[src/rtl/demux_1_to_3_fifo.sv]
// Routes one input word stream to three 2-entry channel FIFOs selected by `select`.
// Optional build macro DEMUX_ERR_COUNT_EN adds a saturating dropped-word counter port.
module demux_1_to_3_fifo #(
    parameter int WIDTH = 16
) (
    input  logic             clock,
    input  logic             reset,
    input  logic [WIDTH-1:0] data_in,
    input  logic [1:0]       select,
    input  logic             valid_in,
    output logic             ready_out,
    output logic [WIDTH-1:0] data_out0,
    output logic [WIDTH-1:0] data_out1,
    output logic [WIDTH-1:0] data_out2,
    output logic             valid_out0,
    output logic             valid_out1,
    output logic             valid_out2,
    input  logic             ready_in0,
    input  logic             ready_in1,
    input  logic             ready_in2,
    output logic             erro,
    output logic             vazio
`ifdef DEMUX_ERR_COUNT_EN
    ,
    output logic [7:0]       err_count
`endif
);

    logic [WIDTH-1:0] mem_q   [3][2];
    logic [WIDTH-1:0] mem_d   [3][2];
    logic [WIDTH-1:0] dout_q  [3];
    logic [WIDTH-1:0] dout_d  [3];
    logic [1:0]       count_q [3];
    logic [1:0]       count_d [3];
    logic             wptr_q  [3];
    logic             wptr_d  [3];
    logic             rptr_q  [3];
    logic             rptr_d  [3];
    logic             erro_q;
    logic             erro_d;
    logic [2:0]       rd_req_s;
    logic [2:0]       wr_s;
    logic [2:0]       rd_s;
    logic             accept_s;
    logic             drop_s;

    assign rd_req_s = {ready_in2, ready_in1, ready_in0};
    assign accept_s = valid_in & ready_out;
    assign drop_s   = accept_s & (select == 2'b11);

    // Acceptance: invalid selects are always taken (and dropped); a full FIFO blocks even if it is being read.
    always_comb begin
        ready_out = 1'b0;
        case (select)
            2'b00:   ready_out = (count_q[0] != 2'd2);
            2'b01:   ready_out = (count_q[1] != 2'd2);
            2'b10:   ready_out = (count_q[2] != 2'd2);
            2'b11:   ready_out = 1'b1;
            default: ready_out = 1'b0;
        endcase
    end

    // Per-channel FIFO next state; the output register holds the post-edge head, or the last head once empty.
    always_comb begin
        mem_d   = mem_q;
        dout_d  = dout_q;
        count_d = count_q;
        wptr_d  = wptr_q;
        rptr_d  = rptr_q;
        wr_s    = 3'b000;
        rd_s    = 3'b000;
        for (int i = 0; i < 3; i++) begin
            wr_s[i] = accept_s & (select == 2'(i));
            rd_s[i] = (count_q[i] != 2'd0) & rd_req_s[i];
            if (wr_s[i]) begin
                mem_d[i][wptr_q[i]] = data_in;
            end else begin
                mem_d[i][wptr_q[i]] = mem_q[i][wptr_q[i]];
            end
            wptr_d[i]  = wptr_q[i] ^ wr_s[i];
            rptr_d[i]  = rptr_q[i] ^ rd_s[i];
            count_d[i] = count_q[i] + {1'b0, wr_s[i]} - {1'b0, rd_s[i]};
            if (count_d[i] != 2'd0) begin
                dout_d[i] = mem_d[i][rptr_d[i]];
            end else begin
                dout_d[i] = dout_q[i];
            end
        end
    end

    // Sticky flag for words dropped because of the invalid select code.
    always_comb begin
        if (drop_s) begin
            erro_d = 1'b1;
        end else begin
            erro_d = erro_q;
        end
    end

    // State registers; reset empties every FIFO and clears storage immediately.
    always_ff @(posedge clock or posedge reset) begin
        if (reset) begin
            for (int i = 0; i < 3; i++) begin
                mem_q[i][0] <= {WIDTH{1'b0}};
                mem_q[i][1] <= {WIDTH{1'b0}};
                dout_q[i]   <= {WIDTH{1'b0}};
                count_q[i]  <= 2'd0;
                wptr_q[i]   <= 1'b0;
                rptr_q[i]   <= 1'b0;
            end
            erro_q <= 1'b0;
        end else begin
            mem_q   <= mem_d;
            dout_q  <= dout_d;
            count_q <= count_d;
            wptr_q  <= wptr_d;
            rptr_q  <= rptr_d;
            erro_q  <= erro_d;
        end
    end

`ifdef DEMUX_ERR_COUNT_EN
    logic [7:0] err_cnt_q;
    logic [7:0] err_cnt_d;

    // Dropped-word counter saturates rather than wrapping.
    always_comb begin
        if (drop_s && (err_cnt_q != 8'hFF)) begin
            err_cnt_d = err_cnt_q + 8'd1;
        end else begin
            err_cnt_d = err_cnt_q;
        end
    end

    // Dropped-word counter register.
    always_ff @(posedge clock or posedge reset) begin
        if (reset) begin
            err_cnt_q <= 8'd0;
        end else begin
            err_cnt_q <= err_cnt_d;
        end
    end

    assign err_count = err_cnt_q;
`endif

    assign data_out0  = dout_q[0];
    assign data_out1  = dout_q[1];
    assign data_out2  = dout_q[2];
    assign valid_out0 = (count_q[0] != 2'd0);
    assign valid_out1 = (count_q[1] != 2'd0);
    assign valid_out2 = (count_q[2] != 2'd0);
    assign erro       = erro_q;
    assign vazio      = (count_q[0] == 2'd0) && (count_q[1] == 2'd0) && (count_q[2] == 2'd0);

endmodule

[config.mk]
export PLATFORM = sky130hd
export DESIGN_NAME = demux_1_to_3_fifo
export DESIGN_NICKNAME = d
export VERILOG_FILES = /design/src/rtl/demux_1_to_3_fifo.sv
export SDC_FILE = /design/constraint.sdc
export NUM_CORES = 1
export LEC_CHECK = 0
export CAP_MARGIN = 20
export CORE_MARGIN = 2
export CORE_UTILIZATION = 25
export CTS_CLUSTER_DIAMETER = 150
export DETAILED_ROUTE_END_ITERATION = 10
export PLACE_DENSITY = 0.45
export SYNTH_ARGS = -nofsm -noshare
export SYNTH_HDL_FRONTEND = slang
export SYNTH_SLANG_ARGS = --single-unit
[constraint.sdc]
create_clock -name clock -period 16.4 [get_ports clock]
set_clock_uncertainty 0.15 [all_clocks]
set_input_delay 2.46 -clock clock [delete_from_list [all_inputs] [get_ports clock]]
set_output_delay 2.46 -clock clock [all_outputs]
set_load 0.01 [all_outputs]
==> key figures <==
Outcome
  • Status: finished, final reports clean

GRT
  • Pin count of the biggest net entering global routing: 86
  • GRT Util Overall: 0.1554
  • Congestion Overflow GR: 0
  • Global-route wire length before repair: 34020 microns
  • Initial antenna violation count: 0
  • Vias in the first global route: 5569

Synth
  • Mapped Nets: 727
  • Top FF cell, synth: dfrtp_1
  • Async SR Flop Fraction: 1.000
  • Most common library cells after synthesis: 157 x dfrtp_1, 151 x nand2_1, 67 x o21ai_0
  • Yosys top cell by area: dfrtp_1
  • Top-area cell type share of the netlist area: 0.5595
  • Register bit total from synthesis: 157
  • Cell variety after synth: 35
  • Ranking of synthesized cells by area: dfrtp_1 56%, nand2_1 8.1%, o21ai_0 4.8%, mux2i_1 4.6%, a221oi_1 4.0%
  • Mapped Cells: 693
  • Synth Cell Area: 0.007022 sq mm
  • Post-synth EDFFs: 0
  • Most frequent cell after synthesis: dfrtp_1
  • Syn avg cell area: 10.13 sq um
  • Sequential share of the synthesized area: 0.5595
  • Yosys synthesis warning count: 0

Power and ir drop
  • Sw frac: 0.3745
  • P_sw: 0.7581 mW
  • Worst vdd ir: 0.08178 mV
  • P_int: 1.266 mW
  • P_leak: 3.827 nW
  • Flop pwr share: 0.345
  • Logic gate share of total power: 0.411
  • Clock share of power: 0.244
  • Pwr Density: 225.7 mW/mm^2

Timing
  • Final Slew Violations: 0
  • TNS Setup: 0 ns
  • Final worst setup slack: 8.753 ns
  • F_max: 130.8 MHz
  • Slew HR: 0.3301
  • Min Tclk post-route: 7.647 ns
  • RSZ-0062 raised after global routing: no
  • Worst Tran Pin Value: 1.003 ns
  • Tcrit/Tclk final: 0.4663
  • Hold Violations, Final: 0
  • Final setup violation count: 0

Placed design
  • GPL Wtd Cong: 0.7136
  • # port buffers: 77
  • Placed Instances: 1122
  • Post-DP HPWL: 13930 microns
  • Pre-CTS setup slack: 8.784 ns

Critical path
  • Crit path DAT: 5.04 ns
  • CP max FO: 11
  • CP startpoint kind: input port
  • Critical Path RT: 13.79 ns
  • R2R Setup Slk: 11.85 ns
  • Crit. End Element: primary output
  • Worst R2R Path Depth: 12
  • Reg2reg start: count_q[2]$_DFF_PP0_
  • WS Path Type: input port to primary output
  • Crit Reg-Reg Endpoint: data_out1[4]$_DFFE_PP0P_

Min path
  • Worst hold path type: flop to flop
  • Worst hold path endpoint: erro$_DFFE_PP0P_
  • Worst hold stages: 1
  • Worst Hold Launch: erro$_DFFE_PP0P_

Clock tree
  • Clock Tree Root: clkbuf_16
  • Hold-fix buffer count after cts: 0
  • Cts repair resizes: 0
  • Clk_lat worst skew: 0.43 ns
  • Num CTS Buffers: 17
  • CTS tree: yes
  • Setup bufs post-CTS: 0
  • Clk buf depth: 2
  • CTS H-tree lvls: 4
  • CTS sink cnt: 157
  • Clock transition at path regs: 0.06 ns

Die
  • Die Area: 0.02944 sq mm
  • IO Pins: 78
  • Die width: 171.6 microns
  • Core footprint: 0.02771 sq mm
  • Initial Util: 0.2534
  • Chip height: 171.6 microns
  • Row count: 61

Routing
  • DRT antenna net count: 0
  • Vias per cell: 4.634
  • Final wirelength: 21570 microns
  • Drt initial violations: 310
  • WL/cell: 18.69 microns
  • DRT Pass-1 Iters: 5
  • DRC: 0
  • Via total after detailed routing: 5348

Finish
  • Reg area: 0.003929 sq mm
  • Diode count: 0
  • Post-Layout Cell Count: 1154
  • Share of cells above drive strength 1: 0.07732
  • Area Growth Syn to Fin: 27.71%
  • Area occupied by multi-input gates: 0.002750 sq mm
  • Layout filler cell count: 2852
  • Fin nets: 797

Job
  • Max-Cap Viols: 0
[state kept, by name (all words and copies together), names as in the netlist]
signal and count:
mem_q 96, data_out0 16, data_out1 16, data_out2 16, count_q 6, rptr_q 3
wptr_q 3, erro 1
[layout make-up]
class / count / area share
Sequential cell: 157 / 0.4381
Multi-Input combinational cell: 451 / 0.3067
Timing Repair Buffer: 90 / 0.1007
Tap cell: 378 / 0.05274
Clock buffer: 19 / 0.05051
Clock inverter: 13 / 0.03139
Inverter: 46 / 0.01981
[worst max-delay path by stage]
stage	from	slack (ns)	to	depth (start not counted)
2_1_floorplan	reset	9.56	count_q[0]$_DFF_PP0_	1
3_3_place_gp	select[0]	8.84	ready_out	7
3_5_place_dp	select[0]	8.78	ready_out	7
4_1_cts	select[0]	8.77	ready_out	7
5_1_grt	select[1]	8.56	ready_out	7
6_report	select[0]	8.75	ready_out	7
[power groups by stage]
stage	Sequential, mW	Clock (mW)	Combinational, mW
after floorplan	0.696	0	0.489
after global placement	0.708	0	0.817
after detailed placement	0.706	0	0.850
after CTS	0.702	0.502	0.852
after global routing	0.723	0.519	0.939
final	0.698	0.495	0.831
[cell usage in the layout (no fill, tap or decap), types with 17 or more instances in the layout]
cell type	instances
nor3_1	17
o2111ai_1	32
mux2i_1	32
clkbuf_16	17
nand2_1	151
a221oi_1	32
nand3_1	38
dfrtp_1	157
inv_1	45
clkdlybuf4s50_1	77
o21ai_0	67
[through the flow]
| stage | hold slack, ns | util | power, mW | cell area [sq um] |
|---|---|---|---|---|
| floorplan | 0.2965 | - | 1.184 | 7022 |
| global placement | 0.2926 | 0.2951 | 1.525 | 8175 |
| detailed placement | 0.2956 | 0.2972 | 1.556 | 8233 |
| CTS | 0.3097 | 0.3237 | 2.056 | 8967 |
| global route | 0.3228 | 0.3237 | 2.182 | 8967 |
| finish | 0.3062 | 0.3237 | 2.024 | 8967 |
[layer usage]
metal,global-route usage,part of all wire
met5,0,0
met4,0.04422,0.014
met3,0.02784,0.040
met2,0.2502,0.48
met1,0.2139,0.47
[worst max-delay path, stage by stage]
cell	delay, ns
clkdlybuf4s50_1	0.51
inv_1	0.07
ha_1	0.27
nor4bb_1	0.29
a211o_1	0.53
nand2_1	0.34
clkdlybuf4s50_1	0.56
[kinds of logic (layout without fill, tap and decap cells)]
kind of cell / Yosys count / count (layout) / share of synthesized area
buffers and inverters: 85 / 168 / 0.05007
flip-flops: 157 / 157 / 0.5595
AND/OR/NAND/NOR: 252 / 252 / 0.1554
AO/OA/AOI/OAI: 148 / 148 / 0.1541
XOR/XNOR: 9 / 9 / 0.01746
adder cells (fa/ha/maj): 10 / 10 / 0.01782
multiplexers: 32 / 32 / 0.04562
No activity file was read; power rests on OpenSTA's default activity.
